$ cat src/rtl/mmu_csr_pkg.sv
// Translation-control CSR definitions shared by the MMU CSR unit.
// Addresses, field positions, reset value and register layouts.
package mmu_csr_pkg;

  localparam logic [13:0] CSR_CRMD = 14'h000;
  localparam logic [13:0] CSR_PRMD = 14'h001;
  localparam logic [13:0] CSR_DMW0 = 14'h180;
  localparam logic [13:0] CSR_DMW1 = 14'h181;

  localparam int CRMD_PLV_LSB  = 0;
  localparam int CRMD_IE_BIT   = 2;
  localparam int CRMD_DA_BIT   = 3;
  localparam int CRMD_PG_BIT   = 4;
  localparam int CRMD_DATF_LSB = 5;
  localparam int CRMD_DATM_LSB = 7;
  localparam int PRMD_PPLV_LSB = 0;
  localparam int PRMD_PIE_BIT  = 2;
  localparam int DMW_PLV0_BIT  = 0;
  localparam int DMW_PLV3_BIT  = 3;
  localparam int DMW_MAT_LSB   = 4;
  localparam int DMW_PSEG_LSB  = 25;
  localparam int DMW_VSEG_LSB  = 29;

  localparam logic [31:0] CRMD_RST  = 32'h0000_0008;
  localparam logic [31:0] CRMD_IMPL = 32'h0000_01FF;
  localparam logic [31:0] PRMD_IMPL = 32'h0000_0007;
  localparam logic [31:0] DMW_IMPL  = 32'hEE00_0039;

  typedef struct packed {
    logic [22:0] rsv;
    logic [1:0]  datm;
    logic [1:0]  datf;
    logic        pg;
    logic        da;
    logic        ie;
    logic [1:0]  plv;
  } crmd_t;

  typedef struct packed {
    logic [28:0] rsv;
    logic        pie;
    logic [1:0]  pplv;
  } prmd_t;

  typedef struct packed {
    logic [2:0]  vseg;
    logic        rsv28;
    logic [2:0]  pseg;
    logic [18:0] rsv24;
    logic [1:0]  mat;
    logic        plv3;
    logic [1:0]  rsv2;
    logic        plv0;
  } dmw_t;

endpackage

$ cat src/rtl/csr_mask_merge.sv
// Masked CSR write merge: keeps old bits outside the mask,
// takes write data inside it, and zeroes unimplemented bits.
module csr_mask_merge (
  input  logic [31:0] old_i,
  input  logic [31:0] wdata_i,
  input  logic [31:0] wmask_i,
  input  logic [31:0] impl_i,
  output logic [31:0] new_o
);

  assign new_o = ((old_i & ~wmask_i) | (wdata_i & wmask_i)) & impl_i;

endmodule

$ cat src/rtl/mmu_csr_unit.sv
// Translation-control CSRs (CRMD, PRMD, DMW0/1) feeding the data translator.
// Define MMU_CSR_DMW1_EN to implement the second direct-mapping window.
module mmu_csr_unit
  import mmu_csr_pkg::*;
(
  input  logic        clk,
  input  logic        rst,
  input  logic [13:0] csr_raddr,
  output logic [31:0] csr_rdata,
  input  logic        csr_we,
  input  logic [13:0] csr_waddr,
  input  logic [31:0] csr_wdata,
  input  logic [31:0] csr_wmask,
  input  logic        exc_valid,
  input  logic        ertn_valid,
  output logic [1:0]  plv,
  output logic [1:0]  translate_mode,
  output logic [1:0]  direct_d_mat,
  output logic        dmw0_plv0,
  output logic        dmw0_plv3,
  output logic        dmw1_plv0,
  output logic        dmw1_plv3,
  output logic [1:0]  dmw0_mat,
  output logic [1:0]  dmw1_mat,
  output logic [2:0]  dmw0_vseg,
  output logic [2:0]  dmw0_pseg,
  output logic [2:0]  dmw1_vseg,
  output logic [2:0]  dmw1_pseg,
  output logic        cfg_flush
);

  crmd_t crmd_q, crmd_d;
  prmd_t prmd_q, prmd_d;
  dmw_t  dmw0_q, dmw0_d;
  dmw_t  dmw1_q, dmw1_d;
  logic  flush_q, flush_d;

  logic [31:0] crmd_m, prmd_m, dmw0_m;

  csr_mask_merge u_mm_crmd (
    .old_i   (crmd_q),
    .wdata_i (csr_wdata),
    .wmask_i (csr_wmask),
    .impl_i  (CRMD_IMPL),
    .new_o   (crmd_m)
  );

  csr_mask_merge u_mm_prmd (
    .old_i   (prmd_q),
    .wdata_i (csr_wdata),
    .wmask_i (csr_wmask),
    .impl_i  (PRMD_IMPL),
    .new_o   (prmd_m)
  );

  csr_mask_merge u_mm_dmw0 (
    .old_i   (dmw0_q),
    .wdata_i (csr_wdata),
    .wmask_i (csr_wmask),
    .impl_i  (DMW_IMPL),
    .new_o   (dmw0_m)
  );

`ifdef MMU_CSR_DMW1_EN
  logic [31:0] dmw1_m;

  csr_mask_merge u_mm_dmw1 (
    .old_i   (dmw1_q),
    .wdata_i (csr_wdata),
    .wmask_i (csr_wmask),
    .impl_i  (DMW_IMPL),
    .new_o   (dmw1_m)
  );
`endif

  // Next-state: exception beats ertn beats CSR write; one event per cycle.
  always_comb begin
    crmd_d = crmd_q;
    prmd_d = prmd_q;
    dmw0_d = dmw0_q;
    dmw1_d = dmw1_q;
    if (exc_valid) begin
      prmd_d.pplv = crmd_q.plv;
      prmd_d.pie  = crmd_q.ie;
      crmd_d.plv  = 2'b00;
      crmd_d.ie   = 1'b0;
    end else if (ertn_valid) begin
      crmd_d.plv = prmd_q.pplv;
      crmd_d.ie  = prmd_q.pie;
    end else if (csr_we) begin
      unique case (csr_waddr)
        CSR_CRMD: crmd_d = crmd_m;
        CSR_PRMD: prmd_d = prmd_m;
        CSR_DMW0: dmw0_d = dmw0_m;
`ifdef MMU_CSR_DMW1_EN
        CSR_DMW1: dmw1_d = dmw1_m;
`endif
        default: ;
      endcase
    end
`ifndef MMU_CSR_DMW1_EN
    dmw1_d = '0;
`endif
  end

  // Flush when any translator-visible field would change this cycle.
  always_comb begin
    flush_d =
      ({crmd_d.plv, crmd_d.pg, crmd_d.da, crmd_d.datm}
       != {crmd_q.plv, crmd_q.pg, crmd_q.da, crmd_q.datm})
      || ({dmw0_d.vseg, dmw0_d.pseg, dmw0_d.mat, dmw0_d.plv3, dmw0_d.plv0}
       != {dmw0_q.vseg, dmw0_q.pseg, dmw0_q.mat, dmw0_q.plv3, dmw0_q.plv0})
      || ({dmw1_d.vseg, dmw1_d.pseg, dmw1_d.mat, dmw1_d.plv3, dmw1_d.plv0}
       != {dmw1_q.vseg, dmw1_q.pseg, dmw1_q.mat, dmw1_q.plv3, dmw1_q.plv0});
  end

  // CSR state and flush pulse register with synchronous reset.
  always_ff @(posedge clk) begin
    if (rst) begin
      crmd_q  <= CRMD_RST;
      prmd_q  <= '0;
      dmw0_q  <= '0;
      dmw1_q  <= '0;
      flush_q <= 1'b0;
    end else begin
      crmd_q  <= crmd_d;
      prmd_q  <= prmd_d;
      dmw0_q  <= dmw0_d;
      dmw1_q  <= dmw1_d;
      flush_q <= flush_d;
    end
  end

  // Combinational readback of current register contents.
  always_comb begin
    csr_rdata = '0;
    unique case (csr_raddr)
      CSR_CRMD: csr_rdata = crmd_q;
      CSR_PRMD: csr_rdata = prmd_q;
      CSR_DMW0: csr_rdata = dmw0_q;
      CSR_DMW1: csr_rdata = dmw1_q;
      default:  csr_rdata = '0;
    endcase
  end

  assign plv            = crmd_q.plv;
  assign translate_mode = {crmd_q.pg, crmd_q.da};
  assign direct_d_mat   = crmd_q.datm;
  assign dmw0_plv0      = dmw0_q.plv0;
  assign dmw0_plv3      = dmw0_q.plv3;
  assign dmw0_mat       = dmw0_q.mat;
  assign dmw0_vseg      = dmw0_q.vseg;
  assign dmw0_pseg      = dmw0_q.pseg;
  assign dmw1_plv0      = dmw1_q.plv0;
  assign dmw1_plv3      = dmw1_q.plv3;
  assign dmw1_mat       = dmw1_q.mat;
  assign dmw1_vseg      = dmw1_q.vseg;
  assign dmw1_pseg      = dmw1_q.pseg;
  assign cfg_flush      = flush_q;

endmodule

$ cat config.mk
export PLATFORM = sky130hd
export DESIGN_NAME = mmu_csr_unit
export DESIGN_NICKNAME = d
export VERILOG_FILES = /design/src/rtl/mmu_csr_pkg.sv /design/src/rtl/csr_mask_merge.sv /design/src/rtl/mmu_csr_unit.sv
export SDC_FILE = /design/constraint.sdc
export NUM_CORES = 1
export LEC_CHECK = 0
export CAP_MARGIN = 20
export CORE_MARGIN = 1.5
export CORE_UTILIZATION = 29
export DETAILED_ROUTE_END_ITERATION = 16
export PLACE_DENSITY = 0.89
export SETUP_SLACK_MARGIN = 0.05
export SYNTH_ARGS = -nofsm -noshare
export SYNTH_HDL_FRONTEND = slang
export SYNTH_SLANG_ARGS = --single-unit
$ cat constraint.sdc
create_clock -name clk -period 1.9 [get_ports clk]
set_clock_uncertainty 0.15 [all_clocks]
set_input_delay 0.285 -clock clk [delete_from_list [all_inputs] [get_ports clk]]
set_output_delay 0.285 -clock clk [all_outputs]
set_load 0.01 [all_outputs]
==> results.yml, run 1 <==
yosys:
  synth_cell_type_count: 39
  synth.most_common_cell: "buf_4"
  ys.flop_type: "dfxtp_1"
  synth_top_area_share_pct: 25.5
  avgSynthCellArea_sq_um: 8.33
  syn-instance-count: 217
  synth-edff-count: 0
  yosysTopAreaCell: "dfxtp_1"
  postSynth.asyncResetShare_pct: 0
  synth_common_cells: "34 x buf_4, 23 x dfxtp_1, 21 x nand3_1, 21 x nor2_1, 19 x mux2i_1"
  yosysSeqAreaShare_pct: 25.5
  yosysWarnings: 0
  synth_area_leaders: "dfxtp_1 25%, buf_4 14%, mux2i_1 11%"
  synth_area_sq_um: 1810
  synth.ff_latch_count: 23
worst_setup_path:
  worst_setup_path_end_kind: "output port"
  reg2reg_depth: 5
  r2r_slack_ns: 0.16
  r2r_end: "cfg_flush"
  cp-start-kind: "primary input"
  arrival_ns: 1.72
  cp.required_ns: 1.46
  crit_fanout: 3
  critPathKind: "primary input to output port"
  rr_startpoint: "plv[1]"
die:
  dieHeight_microns: 81.9
  die_w_microns: 81.9
  dieArea_sq_um: 6710
  fp.coreArea_sq_um: 5960
  rows: 28
  initial_core_util_pct: 30.3
  io_pins: 156
global_routing:
  grt_pass1_wl_microns: 9320
  grt.overflow.total: 0
  grt_use_total_pct: 17.9
  grt_pass1_vias: 1957
  grtUsageMet3_pct: 3.00
  grt_max_degree: 13
  grt_busiest_layer: "met2"
  met1_usage_pct: 22.4
  antenna_found_initial: 0
  use_met2_pct: 31.1
final_layout:
  multi_input_area_sq_um: 1440
  nFillCells: 533
  drive_gt1_share_pct: 39.5
  final-seq-area_sq_um: 460
  syn_to_final_growth_pct: 88.2
  final_cells: 429
  nNetsFinal: 452
  n_antenna_cell: 0
sta:
  fin_crit_ns: 2.15
  fin_crit_sh_pct: 113
  tns_ns: -2.94
  timing.final.ws_setup_ns: -0.253
  hold_viol_final: 0
  hold_ws_ns: 0.332
  slew_violations: 0
  fmax_mhz: 464
  setup_viol_count_final: 23
  rsz0062_at_grt: "yes"
pwr:
  clock_power_share_pct: 28.0
  p_sw_share_pct: 28.9
  internal_power_mw: 0.807
  seqPwrFrac_pct: 43.8
  leakagePower_nw: 1.56
  ir_worst_vdd_mv: 0.329
  p_comb_share_pct: 28.2
  powerDensity_nw_per_um2: 334
  fin_total_pwr_mw: 1.13
  switchingPower_mw: 0.328
placed_design:
  globalplace.congestion: 0.914
  dp.cells: 401
  io_buffers: 94
  dp_hpwl_microns: 4690
route:
  drtIter0Drc: 87
  first_pass_iters: 4
  wirelength_microns: 6620
  drc: 0
  vias: 2102
  routed_via_density: 4.90
  drtAntennaViolNets: 0
  wl_per_cell_microns: 15.4
hold_path:
  hp-class: "flip-flop to flip-flop"
  whs_endpoint: "crmd_q[2]"
  hold_path_depth: 2
run_status:
  failed_checks: "setup timing"
  status: "finished, violations left"
clocking:
  htree_levels: 1
  clk_pin_slew_ns: 0.09
  cts_buffers: 3
  cts.sinks: 23
  cts_tree: "done"
  clock_latency_ns: 0.26
  cts.path.max_buffers: 2
  cts_hold_buf: 0
  root_buffer: "clkbuf_8"
job:
  max_cap_violations: 0
[logic make-up (layout without fill, tap and decap cells)]
logic type	count (synthesis)	in the layout	share of synthesized area, %
flip-flops	23	23	25.5
AND/OR/NAND/NOR	76	76	23.9
buffers and inverters	46	157	16.6
XOR/XNOR	14	14	6.79
other	1	27	0.208
AO/OA/AOI/OAI	38	38	16.5
multiplexers	19	19	10.5
[timing repair]
| item | 4_1_cts | 5_1_grt |
|---|---|---|
| hold endpoints to repair | 0 | 0 |
| resized for setup | 167 | 45 |
| setup endpoints to repair | 38 | 31 |
| gates cloned | 2 | 0 |
| buffers inserted | 19 | 5 |
| pin swaps | 25 | 31 |
[placed cells by master (no fill, tap or decap), drive strengths merged, types with 8 or more instances in the layout]
master / count
dlygate4sd2: 12
clkdlybuf4s50: 48
buf: 80
nor2: 21
and2: 10
clkbuf: 8
dfxtp: 23
xor2: 14
mux2i: 19
conb: 27
nand3: 21
[final cells by class]
| cell class | count | area share, % |
|---|---|---|
| inverter | 7 | 0.773 |
| clock buffer | 4 | 1.32 |
| timing repair buffer | 146 | 39.4 |
| multi-input combinational | 174 | 42.2 |
| tap | 75 | 2.76 |
| sequential | 23 | 13.5 |
[worst max-delay path: stages]
cell	delay, ns
buf_6	0.10
nor4_4	0.25
nand4b_1	0.13
buf_6	0.15
nor4_4	0.21
buf_2	0.19
buf_6	0.10
buf_6	0.08
a22o_1	0.10
buf_2	0.12
[routing by layer]
| metal | part of all wire, % | wire, microns | vias to the layer above |
|---|---|---|---|
| met4 | 1.4 | 93 | 0 |
| met2 | 52 | 3450 | 97 |
| met3 | 6.2 | 408 | 8 |
| met5 | 0 | 0 | - |
| li1 | - | - | 1002 |
| met1 | 40 | 2660 | 995 |
[power groups by stage]
stage | Combinational (mW) | Sequential (mW) | Clock [mW]
2_1_floorplan | 0.138 | 0.506 | 0
3_3_place_gp | 0.291 | 0.507 | 0
3_5_place_dp | 0.297 | 0.508 | 0
4_1_cts | 0.296 | 0.496 | 0.325
5_1_grt | 0.344 | 0.498 | 0.344
6_report | 0.320 | 0.497 | 0.318
[per-stage QoR]
stage | area, sq um | util (%) | worst slack [ns]
2_1_floorplan | 1990 | - | -0.0546
3_3_place_gp | 2960 | 49.8 | -0.883
3_5_place_dp | 2960 | 49.8 | -0.977
4_1_cts | 3220 | 54.0 | -0.345
5_1_grt | 3400 | 57.1 | -0.358
6_report | 3400 | 57.1 | -0.253
[worst max path at each step]
stage | startpoint | to | slack (ns) | cells after the start
4_1_cts | csr_raddr[4] | csr_rdata[5] | -0.34 | 10
2_1_floorplan | csr_waddr[4] | crmd_q[2] | -0.05 | 5
6_report | csr_raddr[4] | csr_rdata[5] | -0.25 | 10
5_1_grt | csr_raddr[4] | csr_rdata[1] | -0.36 | 9
3_5_place_dp | csr_raddr[1] | csr_rdata[1] | -0.98 | 7
3_3_place_gp | csr_raddr[5] | csr_rdata[2] | -0.88 | 7
(Power assumes the default switching activity.)
==> run 2: changes to the inputs <==
CTS_CLUSTER_DIAMETER = 40   (was not set)
==> results of run 2 <==
Final layout, timing and power as in run 1 (identical DEF).
